===== src/rtl/lc4_regfile_sb_pkg.sv =====
// Shared constants and helpers for the LC4 superscalar register file with scoreboard.
// Optional write-to-read bypass is enabled by defining LC4_REGFILE_BYPASS_EN.
package lc4_regfile_sb_pkg;

    localparam int unsigned DEFAULT_N    = 16;
    localparam int unsigned DEFAULT_NREG = 8;
    localparam int unsigned DEFAULT_WAYS = 2;

    // Selector width for a register count; NREG is a power of two in 2..32.
    function automatic int unsigned calc_aw(input int unsigned nreg);
        return (nreg < 2) ? 1 : $clog2(nreg);
    endfunction

endpackage


===== src/rtl/lc4_regfile_sb_if.sv =====
// Bundle of per-way read, writeback and scoreboard-allocate signals for lc4_regfile_sb.
// Bypass behaviour is selected by LC4_REGFILE_BYPASS_EN inside the register file.
interface lc4_regfile_sb_if
    import lc4_regfile_sb_pkg::*;
#(
    parameter int unsigned n    = DEFAULT_N,
    parameter int unsigned NREG = DEFAULT_NREG,
    parameter int unsigned WAYS = DEFAULT_WAYS
);

    localparam int unsigned AW = calc_aw(NREG);

    logic                 gwe;
    logic [WAYS*AW-1:0]   i_rs;
    logic [WAYS*AW-1:0]   i_rt;
    logic [WAYS*n-1:0]    o_rs_data;
    logic [WAYS*n-1:0]    o_rt_data;
    logic [WAYS-1:0]      o_rs_busy;
    logic [WAYS-1:0]      o_rt_busy;
    logic [WAYS*AW-1:0]   i_rd;
    logic [WAYS*n-1:0]    i_wdata;
    logic [WAYS-1:0]      i_rd_we;
    logic [WAYS*AW-1:0]   i_alloc_rd;
    logic [WAYS-1:0]      i_alloc_we;

    modport master (
        output gwe, i_rs, i_rt, i_rd, i_wdata, i_rd_we, i_alloc_rd, i_alloc_we,
        input  o_rs_data, o_rt_data, o_rs_busy, o_rt_busy
    );

    modport slave (
        input  gwe, i_rs, i_rt, i_rd, i_wdata, i_rd_we, i_alloc_rd, i_alloc_we,
        output o_rs_data, o_rt_data, o_rs_busy, o_rt_busy
    );

endinterface


===== src/rtl/lc4_rf_bypass_sel.sv =====
// Per-read-port writeback match: returns the data of the highest-indexed enabled way
// whose destination equals the selector.
module lc4_rf_bypass_sel
    import lc4_regfile_sb_pkg::*;
#(
    parameter int unsigned n    = DEFAULT_N,
    parameter int unsigned NREG = DEFAULT_NREG,
    parameter int unsigned WAYS = DEFAULT_WAYS,
    localparam int unsigned AW  = calc_aw(NREG)
) (
    input  logic [AW-1:0]      sel,
    input  logic [WAYS*AW-1:0] rd,
    input  logic [WAYS-1:0]    we,
    input  logic [WAYS*n-1:0]  wdata,
    output logic               hit,
    output logic [n-1:0]       data
);

    // Ascending scan so the youngest (highest) matching way overwrites older ones.
    always_comb begin
        hit  = 1'b0;
        data = '0;
        for (int w = 0; w < int'(WAYS); w++) begin
            if (we[w] && (rd[w*AW +: AW] == sel)) begin
                hit  = 1'b1;
                data = wdata[w*n +: n];
            end
        end
    end

endmodule


===== src/rtl/lc4_regfile_sb.sv =====
// Multi-way LC4 register file with a per-register busy scoreboard.
// Define LC4_REGFILE_BYPASS_EN for same-cycle writeback-to-read bypass and busy force-clear.
module lc4_regfile_sb
    import lc4_regfile_sb_pkg::*;
#(
    parameter int unsigned n    = DEFAULT_N,
    parameter int unsigned NREG = DEFAULT_NREG,
    parameter int unsigned WAYS = DEFAULT_WAYS
) (
    input  logic          clk,
    input  logic          rst,
    lc4_regfile_sb_if.slave rf
);

    localparam int unsigned AW = calc_aw(NREG);

    logic [n-1:0]    regs_q [NREG];
    logic [n-1:0]    regs_d [NREG];
    logic [NREG-1:0] busy_q;
    logic [NREG-1:0] busy_d;
    logic [NREG-1:0] wb_vec;
    logic [NREG-1:0] alloc_vec;

    logic [n-1:0]    rs_data [WAYS];
    logic [n-1:0]    rt_data [WAYS];
    logic [WAYS-1:0] rs_busy;
    logic [WAYS-1:0] rt_busy;

    // Later ways overwrite earlier ones, giving the highest-indexed writer priority.
    always_comb begin
        regs_d    = regs_q;
        wb_vec    = '0;
        alloc_vec = '0;
        for (int w = 0; w < int'(WAYS); w++) begin
            if (rf.i_rd_we[w]) begin
                regs_d[rf.i_rd[w*AW +: AW]] = rf.i_wdata[w*n +: n];
                wb_vec[rf.i_rd[w*AW +: AW]] = 1'b1;
            end
            if (rf.i_alloc_we[w]) begin
                alloc_vec[rf.i_alloc_rd[w*AW +: AW]] = 1'b1;
            end
        end
        // Allocation wins over a same-cycle writeback to the same register.
        busy_d = alloc_vec | (busy_q & ~wb_vec);
    end

    always_ff @(posedge clk) begin
        if (rst) begin
            for (int r = 0; r < int'(NREG); r++) begin
                regs_q[r] <= '0;
            end
            busy_q <= '0;
        end else if (rf.gwe) begin
            regs_q <= regs_d;
            busy_q <= busy_d;
        end
    end

    for (genvar w = 0; w < int'(WAYS); w++) begin : g_read
        logic [AW-1:0] rs_sel;
        logic [AW-1:0] rt_sel;

        assign rs_sel = rf.i_rs[w*AW +: AW];
        assign rt_sel = rf.i_rt[w*AW +: AW];

`ifdef LC4_REGFILE_BYPASS_EN
        logic         rs_hit;
        logic         rt_hit;
        logic [n-1:0] rs_byp;
        logic [n-1:0] rt_byp;

        lc4_rf_bypass_sel #(
            .n    (n),
            .NREG (NREG),
            .WAYS (WAYS)
        ) u_rs_sel (
            .sel   (rs_sel),
            .rd    (rf.i_rd),
            .we    (rf.i_rd_we),
            .wdata (rf.i_wdata),
            .hit   (rs_hit),
            .data  (rs_byp)
        );

        lc4_rf_bypass_sel #(
            .n    (n),
            .NREG (NREG),
            .WAYS (WAYS)
        ) u_rt_sel (
            .sel   (rt_sel),
            .rd    (rf.i_rd),
            .we    (rf.i_rd_we),
            .wdata (rf.i_wdata),
            .hit   (rt_hit),
            .data  (rt_byp)
        );

        // Bypass ignores gwe; a same-cycle alloc keeps the stored busy bit visible.
        assign rs_data[w] = rs_hit ? rs_byp : regs_q[rs_sel];
        assign rt_data[w] = rt_hit ? rt_byp : regs_q[rt_sel];
        assign rs_busy[w] = busy_q[rs_sel] & ~(rs_hit & ~alloc_vec[rs_sel]);
        assign rt_busy[w] = busy_q[rt_sel] & ~(rt_hit & ~alloc_vec[rt_sel]);
`else
        assign rs_data[w] = regs_q[rs_sel];
        assign rt_data[w] = regs_q[rt_sel];
        assign rs_busy[w] = busy_q[rs_sel];
        assign rt_busy[w] = busy_q[rt_sel];
`endif
    end

    always_comb begin
        rf.o_rs_data = '0;
        rf.o_rt_data = '0;
        for (int w = 0; w < int'(WAYS); w++) begin
            rf.o_rs_data[w*n +: n] = rs_data[w];
            rf.o_rt_data[w*n +: n] = rt_data[w];
        end
        rf.o_rs_busy = rs_busy;
        rf.o_rt_busy = rt_busy;
    end

endmodule


===== src/flat_wrapper.sv =====
// flat-port wrapper written by rule: the top's interface ports become plain ports
module lc4_regfile_sb_flat import lc4_regfile_sb_pkg::*;
#(
    parameter int unsigned n    = DEFAULT_N,
    parameter int unsigned NREG = DEFAULT_NREG,
    parameter int unsigned WAYS = DEFAULT_WAYS
)
  (clk, rst, rf_gwe, rf_i_rs, rf_i_rt, rf_i_rd, rf_i_wdata, rf_i_rd_we, rf_i_alloc_rd, rf_i_alloc_we, rf_o_rs_data, rf_o_rt_data, rf_o_rs_busy, rf_o_rt_busy);
  lc4_regfile_sb_if #(.n(n), .NREG(NREG), .WAYS(WAYS)) rf_i ();
  input  logic clk;
  input  logic rst;
  input wire logic [$bits(rf_i.gwe)-1:0] rf_gwe;
  input wire logic [$bits(rf_i.i_rs)-1:0] rf_i_rs;
  input wire logic [$bits(rf_i.i_rt)-1:0] rf_i_rt;
  input wire logic [$bits(rf_i.i_rd)-1:0] rf_i_rd;
  input wire logic [$bits(rf_i.i_wdata)-1:0] rf_i_wdata;
  input wire logic [$bits(rf_i.i_rd_we)-1:0] rf_i_rd_we;
  input wire logic [$bits(rf_i.i_alloc_rd)-1:0] rf_i_alloc_rd;
  input wire logic [$bits(rf_i.i_alloc_we)-1:0] rf_i_alloc_we;
  output wire logic [$bits(rf_i.o_rs_data)-1:0] rf_o_rs_data;
  output wire logic [$bits(rf_i.o_rt_data)-1:0] rf_o_rt_data;
  output wire logic [$bits(rf_i.o_rs_busy)-1:0] rf_o_rs_busy;
  output wire logic [$bits(rf_i.o_rt_busy)-1:0] rf_o_rt_busy;
  assign rf_i.gwe = rf_gwe;
  assign rf_i.i_rs = rf_i_rs;
  assign rf_i.i_rt = rf_i_rt;
  assign rf_i.i_rd = rf_i_rd;
  assign rf_i.i_wdata = rf_i_wdata;
  assign rf_i.i_rd_we = rf_i_rd_we;
  assign rf_i.i_alloc_rd = rf_i_alloc_rd;
  assign rf_i.i_alloc_we = rf_i_alloc_we;
  assign rf_o_rs_data = rf_i.o_rs_data;
  assign rf_o_rt_data = rf_i.o_rt_data;
  assign rf_o_rs_busy = rf_i.o_rs_busy;
  assign rf_o_rt_busy = rf_i.o_rt_busy;
  lc4_regfile_sb #(.n(n), .NREG(NREG), .WAYS(WAYS)) u_core (.clk(clk), .rst(rst), .rf(rf_i));
endmodule

===== config.mk =====
export PLATFORM = sky130hd
export DESIGN_NAME = lc4_regfile_sb_flat
export DESIGN_NICKNAME = d
export VERILOG_FILES = /design/src/rtl/lc4_regfile_sb_pkg.sv /design/src/rtl/lc4_regfile_sb_if.sv /design/src/rtl/lc4_rf_bypass_sel.sv /design/src/rtl/lc4_regfile_sb.sv /design/src/flat_wrapper.sv
export SDC_FILE = /design/constraint.sdc
export NUM_CORES = 1
export LEC_CHECK = 0
export CORE_MARGIN = 2
export CORE_UTILIZATION = 50
export CTS_BUF_LIST = sky130_fd_sc_hd__clkbuf_4 sky130_fd_sc_hd__clkbuf_8
export CTS_CLUSTER_DIAMETER = 30
export DETAILED_ROUTE_END_ITERATION = 8
export PLACE_DENSITY = 0.77
export SYNTH_ARGS = -nofsm -noshare
export SYNTH_HDL_FRONTEND = slang
export SYNTH_SLANG_ARGS = --single-unit

===== constraint.sdc =====
create_clock -name clk -period 3.3 [get_ports clk]
set_input_delay 0.33 -clock clk [delete_from_list [all_inputs] [get_ports clk]]
set_output_delay 0.33 -clock clk [all_outputs]
set_load 0.1 [all_outputs]

Yosys cells after proc, flatten, opt, wreduce, memory -nomap -nowiden
Index checks and enable logic that the tools add are counted.

Bits in registers: 136. Bits of input ports: 63. Output and inout bits: 68. Word-level logic and storage cells: 86.

Order comparisons: 20. Muxes and demuxes: 40. Bitwise logic cells: 11. Reduce and logical (&&, ||, !) cells: 6.

Operators by type and width (number): 128-bit bitwise mux (2); 128-bit two-way mux (2); 16-bit binary-select mux with 3-bit select (4); 16-bit two-way mux (10); 16-bit demux with 3-bit select (2); 3-bit by 4-bit less-than comparator with 1-bit output (second input constant) (8); 8-bit two-way mux (4); 4-bit >= comparator (second input constant) (6); 3-bit inverter with 4-bit output (6); 8-bit OR (3); 1-bit binary-select mux with 3-bit select (4); 1-bit demux with 3-bit select (4); 3-bit by 1-bit >= comparator with 1-bit output (second input constant) (4); 8-bit AND (1); 4-bit by 1-bit less-than comparator with 1-bit output (second input constant) (2); 1-bit two-way mux (8); 8-bit inverter (1); 1-bit logical AND (6).

Depth between registers and ports, before layout
Gate-level depths: netlist (run 1).

Depth in word-level cells: 10. Mapped depth: 6. Mapped depth without buffers: 3.

Worst setup path before layout (run 1)
Ideal clock, no wire load.

Kind: input -> output. Start: input rf_i_rt[0]. End: output rf_o_rt_data[10]. Arrival: 3.482 ns. Required time: 2.970 ns. Slack: -0.512 ns. Cell stages on the path: 4. Path buffers: 2. Path through: buf_2 -> buf_2 -> mux4_2 -> o21ai_0.

Word-level cells in the longest chain between the ends: 4.

RTL lines: start, declared (line flat_wrapper.sv:14) `input wire logic [$bits(rf_i.i_rt)-1:0] rf_i_rt;`; 3-bit inverter with 4-bit output (implied by the code) (line lc4_regfile_sb.sv:105) `assign rt_data[w] = regs_q[rt_sel];`; 16-bit binary-select mux with 3-bit select (line lc4_regfile_sb.sv:105); 16-bit two-way mux (implied by the code) (2 in series) (line lc4_regfile_sb.sv:105); end, declared (line flat_wrapper.sv:21) `output wire logic [$bits(rf_i.o_rt_data)-1:0] rf_o_rt_data;`.

No other way between the ends. The select of a mux whose other input is x is not followed.

Worst setup path in the final report (run 1)
Start: register u_core.regs_q[85] in the netlist's numbering. End: output rf_o_rs_data[21].

Word-level cells in the longest chain between the ends: 3.

RTL lines: start, declared (line lc4_regfile_sb.sv:17) `logic [n-1:0] regs_q [NREG];`; start signal, assigned (line lc4_regfile_sb.sv:54) `regs_q <= regs_d;`; 16-bit binary-select mux with 3-bit select (line lc4_regfile_sb.sv:104) `assign rs_data[w] = regs_q[rs_sel];`; 16-bit two-way mux (implied by the code) (2 in series) (line lc4_regfile_sb.sv:104); end, declared (line flat_wrapper.sv:20) `output wire logic [$bits(rf_i.o_rs_data)-1:0] rf_o_rs_data;`.

No other way between the ends. The select of a mux whose other input is x is not followed.

==> qor.yml, run 1 <==
antenna_found_initial: 3
setup_violations: 0
cts_sinks: 136
p_leak_nw: 4.10
synth_edf_count: 0
fin_skew_ns: 0
cts.hold.buffers_added: 0
crit_end: "rf_o_rs_data[21]"
start_util: 0.506
clkTransAtPathRegs_ns: 0.08
rows: 54
critPathArrivalTime_ns: 2.04
startpoint: "u_core.regs_q[85]"
grt_setup_unrepaired: "no"
grt_overflow: 0
critPathBufInv: 2
via_per_inst: 7.13
drc: 0
syn_to_final_growth_pct: 22.4
finalPower_w: 0.00461
hold_viol_final: 0
finalMaxSlewViolations: 0
ant_nets: 0
ff2ff_path_depth: 2
grt_max_degree: 101
numCtsBuffers: 17
clock_path_buffers: 2
cp-start-kind: "flip-flop"
layout_commonest_cell: "inv_1"
cts_tree: "done"
r2r-start: "u_core.regs_q[62]"
via_count: 9557
dp_hpwl_mm: 23.5
syn_area_per_cell_um2: 11.1
slew_headroom: 0.477
grt_use_total: 0.325
hp-class: "in -> reg"
core_mm2: 0.0216
p_per_area_mw_per_mm2: 344
ys_seq_area_frac: 0.249
layout-drive-gt1-share: 0.329
busiest_layer: "met2"
dpl.cell_count: 1308
setup_tns_ns: 0
routedWlPerCell_um: 28.4
cts-root-buf: "clkbuf_8"
die-area_mm2: 0.0231
first_pass_iters: 5
antennaDiodeCount: 0
die_y_um: 152
synth_top_area_frac: 0.280
cts_resized: 0
postSynthRegisterBits: 136
cpPeakStageDelay_ns: 0.48
slowest_stage: "mux4_2"
nFillCells: 1627
period_share: 0.719
max_cap_viol_count: 0
drt_iter0_markers: 1448
status: "completed"
synthesis.area_mm2: 0.0109
final_util: 0.620
grt_use_met2: 0.521
die_width_um: 152
ioPinCount: 131
peakVddDrop_mv: 0.251
fin_crit_ns: 2.37
grt_pass1_vias: 9832
crit_required_ns: 2.97
crit_type: "reg -> out"
regToRegSetupSlack_ns: 2.39
synthesis.instances: 988
synthTopCellsByArea: "mux4_2, dfxtp_1, mux2i_1"
finalNetCount: 1110
post-cts-setup-buffers: 0
cp.depth: 4
multiInputGateArea_mm2: 0.00702
synth_cell_types: 38
clock_latency_ns: 0.45
r2r_end: "u_core.regs_q[62]"
cpLargestDelayFamily: "multiplexers"
crit_fanout: 5
yosys_warnings: 0
use_met1: 0.395
most-common-layout-cells: "inv_1, mux4_2, dfxtp_1"
grt_pass1_wl_mm: 57.3
yosys.area.top_type: "mux4_2"
grt_use_met3: 0.0904
worst_pin_slew_ns: 0.784
place.gp.congestion: 0.867
synth.net_count: 1051
ys.flop_type: "dfxtp_1"
instances_no_fill: 1340
fmax_ghz: 0.422
synthArstFlopShare: 0
regArea_mm2: 0.00272
ctsHtreeMaxLevel: 4
numPortBuffers: 130
crit_chain: "inv_1 -> mux4_2 -> o21ai_1 -> buf_12"
endpoint_kind: "primary output"
wirelength_mm: 38.0
cells by family after synthesis:
family | after synthesis | share of synthesized area
compound gates | 224 | 0.192
buf+inv | 263 | 0.110
flops | 136 | 0.249
mux | 268 | 0.401
simple gates | 97 | 0.0482
area by class of cell:
| class | count | share of cell area |
|---|---|---|
| Clock buffer | 21 | 0.0211 |
| Clock inverter | 11 | 0.0163 |
| Inverter | 137 | 0.0384 |
| Multi-Input combinational cell | 589 | 0.524 |
| Sequential cell | 136 | 0.203 |
| Tap cell | 280 | 0.0262 |
| Timing Repair Buffer | 166 | 0.171 |
per-layer routing:
metal  vias up  part of all wire  routed length (um)
met5         -            0.0013                  51
met4         6             0.062                2360
met3       213              0.12                4390
met2       673              0.47               18000
met1      4703              0.35               13200
li1       3962                 -                   -
through the flow:
| step | instance area, um^2 | hold slack [ns] | worst slack, ns |
|---|---|---|---|
| 2_1_floorplan | 10900 | 0.479 | 0.243 |
| 3_3_place_gp | 12900 | 0.496 | 0.926 |
| 3_5_place_dp | 12900 | 0.508 | 0.929 |
| 4_1_cts | 13400 | 0.469 | 0.963 |
| 5_1_grt | 13400 | 0.480 | 0.835 |
| 6_report | 13400 | 0.490 | 0.928 |
worst register-to-register path, cell delays in order, from the launching register on:
cell     delay (ns)
dfxtp_1        0.43
inv_1          0.08
o32ai_1        0.30
where the power goes:
part / internal [W] / total, W / switching, W
logic: 0.000450 / 0.00115 / 0.000702
clock network: 0.00105 / 0.00174 / 0.000695
registers: 0.00168 / 0.00172 / 0.0000330
total: 0.00318 / 0.00461 / 0.00143
how the worst min path moves through the flow:
| stage | startpoint | endpoint | slack (ns) | cells past startpoint |
|---|---|---|---|---|
| 2_1_floorplan | u_core.regs_q[95] | u_core.regs_q[95] | 0.48 | 2 |
| 3_3_place_gp | u_core.regs_q[35] | u_core.regs_q[35] | 0.50 | 2 |
| 3_5_place_dp | u_core.regs_q[38] | u_core.regs_q[38] | 0.51 | 2 |
| 4_1_cts | rst | u_core.regs_q[53] | 0.47 | 2 |
| 5_1_grt | rst | u_core.regs_q[72] | 0.48 | 2 |
| 6_report | rst | u_core.regs_q[53] | 0.49 | 2 |
sequential cells by signal, summed over array words and instances (netlist names):
name	flops
u_core.busy_q	8
u_core.regs_q	128
Yosys cell counts, types with 5 or more instances:
cell type / number
inv_1: 137
dfxtp_1: 136
mux4_2: 136
mux2i_1: 128
o32ai_1: 87
nand2_1: 67
o21ai_0: 64
buf_2: 49
o32ai_2: 49
clkbuf_1: 41
buf_4: 14
buf_6: 13
buf_1: 6
and4b_1: 5
o21ai_2: 5
Power figures use the tool's default switching activity.
==> run 2: changes to the inputs <==
Settings changed: PLACE_DENSITY 0.77 to 0.8.
Clock period 3.3 ns to 2.1 ns, I/O delays scaled along.
==> qor.yml, run 2 (synthesis gave the netlist of run 1 again) <==
status: "completed"
antennaDiodeCount: 0  # unchanged
grt_overflow: 0  # unchanged
fmax_ghz: 0.486
numCtsBuffers: 17  # unchanged
largest_registers: "u_core.regs_q (128), u_core.busy_q (8)"
clkTransAtPathRegs_ns: 0.09  # about the same
routedWlPerCell_um: 28.0  # -1.5%
first_pass_iters: 7  # +2
drt_iter0_markers: 1057  # -27%
ctsHtreeMaxLevel: 4  # unchanged
crit_required_ns: 1.89  # -1.08 ns
most-common-layout-cells: "mux4_2, dfxtp_1, inv_1"
wirelength_mm: 38.0  # -0.16%
largest_reg_flops: 128  # unchanged
cts_sinks: 136  # unchanged
period_share: 0.980
p_sw_w: 0.00233  # +63%
grt_pass1_vias: 10000  # +2.0%
post-cts-setup-buffers: 0  # unchanged
peakVddDrop_mv: 0.516  # +110%
fin_skew_ns: 0  # unchanged
ioPinCount: 131  # unchanged
cpLargestDelayFamily: "multiplexers"
layout_commonest_cell: "mux4_2"
critPathArrivalTime_ns: 1.85  # -0.19 ns
die_width_um: 152  # unchanged
clock_path_buffers: 2  # unchanged
cp.depth: 4  # unchanged
syn_to_final_growth_pct: 32.1
ant_nets: 0  # unchanged
cts_resized: 0  # unchanged
crit_chain: "inv_1 -> mux4_2 -> o21ai_4 -> buf_12"
startpoint: "u_core.regs_q[78]"
core_mm2: 0.0216  # unchanged
start_util: 0.506  # unchanged
worst_pin_slew_ns: 0.839  # +0.0548 ns
p_leak_nw: 4.46  # +8.9%
p_per_area_mw_per_mm2: 505  # +47%
finalMaxSlewViolations: 0  # unchanged
regToRegSetupSlack_ns: 1.20  # -1.19 ns
clock_latency_ns: 0.46  # about the same
dpl.cell_count: 1327  # +1.5%
via_per_inst: 7.18  # +0.73%
layout-drive-gt1-share: 0.408  # +0.0789
power_frac_seq: 0.369  # -0.003
die-area_mm2: 0.0231  # unchanged
setup_tns_ns: 0  # unchanged
place.gp.congestion: 0.922  # +6.4%
nFillCells: 1486  # -8.7%
crit_end: "rf_o_rs_data[14]"
crit_type: "reg -> out"
max_cap_viol_count: 0  # unchanged
hold_viol_final: 0  # unchanged
antenna_found_initial: 0  # -3
grt_pass1_wl_mm: 58.7  # +2.4%
top_register: "u_core.regs_q"
r2r-start: "u_core.regs_q[50]"
cp-start-kind: "flip-flop"
endpoint_kind: "primary output"
slowest_stage: "mux4_2"
dp_hpwl_mm: 25.5  # +8.6%
crit_fanout: 5  # unchanged
critPathBufInv: 2  # unchanged
finalNetCount: 1129  # +1.7%
grt_max_degree: 117  # +16%
numPortBuffers: 130  # unchanged
setup_violations: 0  # unchanged
hp-start: "rst"
power_switching_share: 0.319  # +0.00870
r2r_end: "u_core.regs_q[50]"
p_int_w: 0.00497  # +56%
cpPeakStageDelay_ns: 0.53  # +0.05 ns
rows: 54  # unchanged
grt_setup_unrepaired: "no"
instances_no_fill: 1358  # +1.3%
die_y_um: 152  # unchanged
slew_headroom: 0.441  # -0.0366
clockPowerShare: 0.360  # -0.018
drc: 0  # unchanged
cts.hold.buffers_added: 0  # unchanged
ff2ff_path_depth: 2  # unchanged
p_comb_frac: 0.271  # +0.021
hp-class: "in -> reg"
cts_tree: "done"
grt_use_total: 0.328  # +0.00360
fin_crit_ns: 2.06
cts-root-buf: "clkbuf_8"
via_count: 9756  # +2.1%
[run 2: area by class of cell]
type	instances	area, um^2	area share
clock inverter	13	228	0.0158
clock buffer	18	241	0.0167
tap	280	350	0.0242
multi-input combinational	589	7670	0.531
timing repair buffer	185	2720	0.188
inverter	137	517	0.0357
sequential	136	2720	0.188
[run 2: how the worst min path moves through the flow]
stage                        end  slack [ns]  cells past startpoint
2_1_floorplan   u_core.busy_q[6]        0.40                      2
3_3_place_gp    u_core.regs_q[0]        0.49                      2
3_5_place_dp   u_core.regs_q[22]        0.51                      2
4_1_cts        u_core.regs_q[67]        0.26                      3
5_1_grt         u_core.regs_q[2]        0.28                      3
6_report       u_core.regs_q[67]        0.28                      3
[run 2: power groups by stage]
stage / registers [W] / logic (W) / clock network [W]
2_1_floorplan: 0.00274 / 0.00128 / 0
3_3_place_gp: 0.00275 / 0.00191 / 0
3_5_place_dp: 0.00275 / 0.00194 / 0
4_1_cts: 0.00269 / 0.00195 / 0.00263
5_1_grt: 0.00270 / 0.00204 / 0.00274
6_report: 0.00270 / 0.00198 / 0.00263
[run 2: tightest hold or removal path: stages]
cell and delay (ns):
buf_4 0.09, buf_4 0.28, o32ai_1 0.13
[run 2: metal layers]
metal | global-route usage | share of wire | vias up
met5 | 0 | 0 | -
met4 | 0.200 | 0.059 | 0
met3 | 0.0759 | 0.099 | 192
met2 | 0.532 | 0.48 | 726
met1 | 0.400 | 0.36 | 4844
li1 | - | - | 3994
[run 2: stage by stage]
| step | cell area, um^2 | worst slack, ns | utilization | power, W | hold slack [ns] |
|---|---|---|---|---|---|
| after floorplan | 11600 | -0.196 | - | 0.00402 | 0.400 |
| after global placement | 14000 | 0.0581 | 0.647 | 0.00466 | 0.493 |
| after detailed placement | 14000 | -0.0193 | 0.647 | 0.00470 | 0.508 |
| after CTS | 14500 | 0.0561 | 0.668 | 0.00727 | 0.259 |
| after global routing | 14500 | 0.00502 | 0.669 | 0.00748 | 0.283 |
| final | 14500 | 0.0412 | 0.669 | 0.00730 | 0.279 |
==> run 3: changes to the inputs <==
Settings changed: GPL_ROUTABILITY_DRIVEN set to 1.
==> results of run 3 <==
Final layout, timing and power as in run 2 (identical DEF).
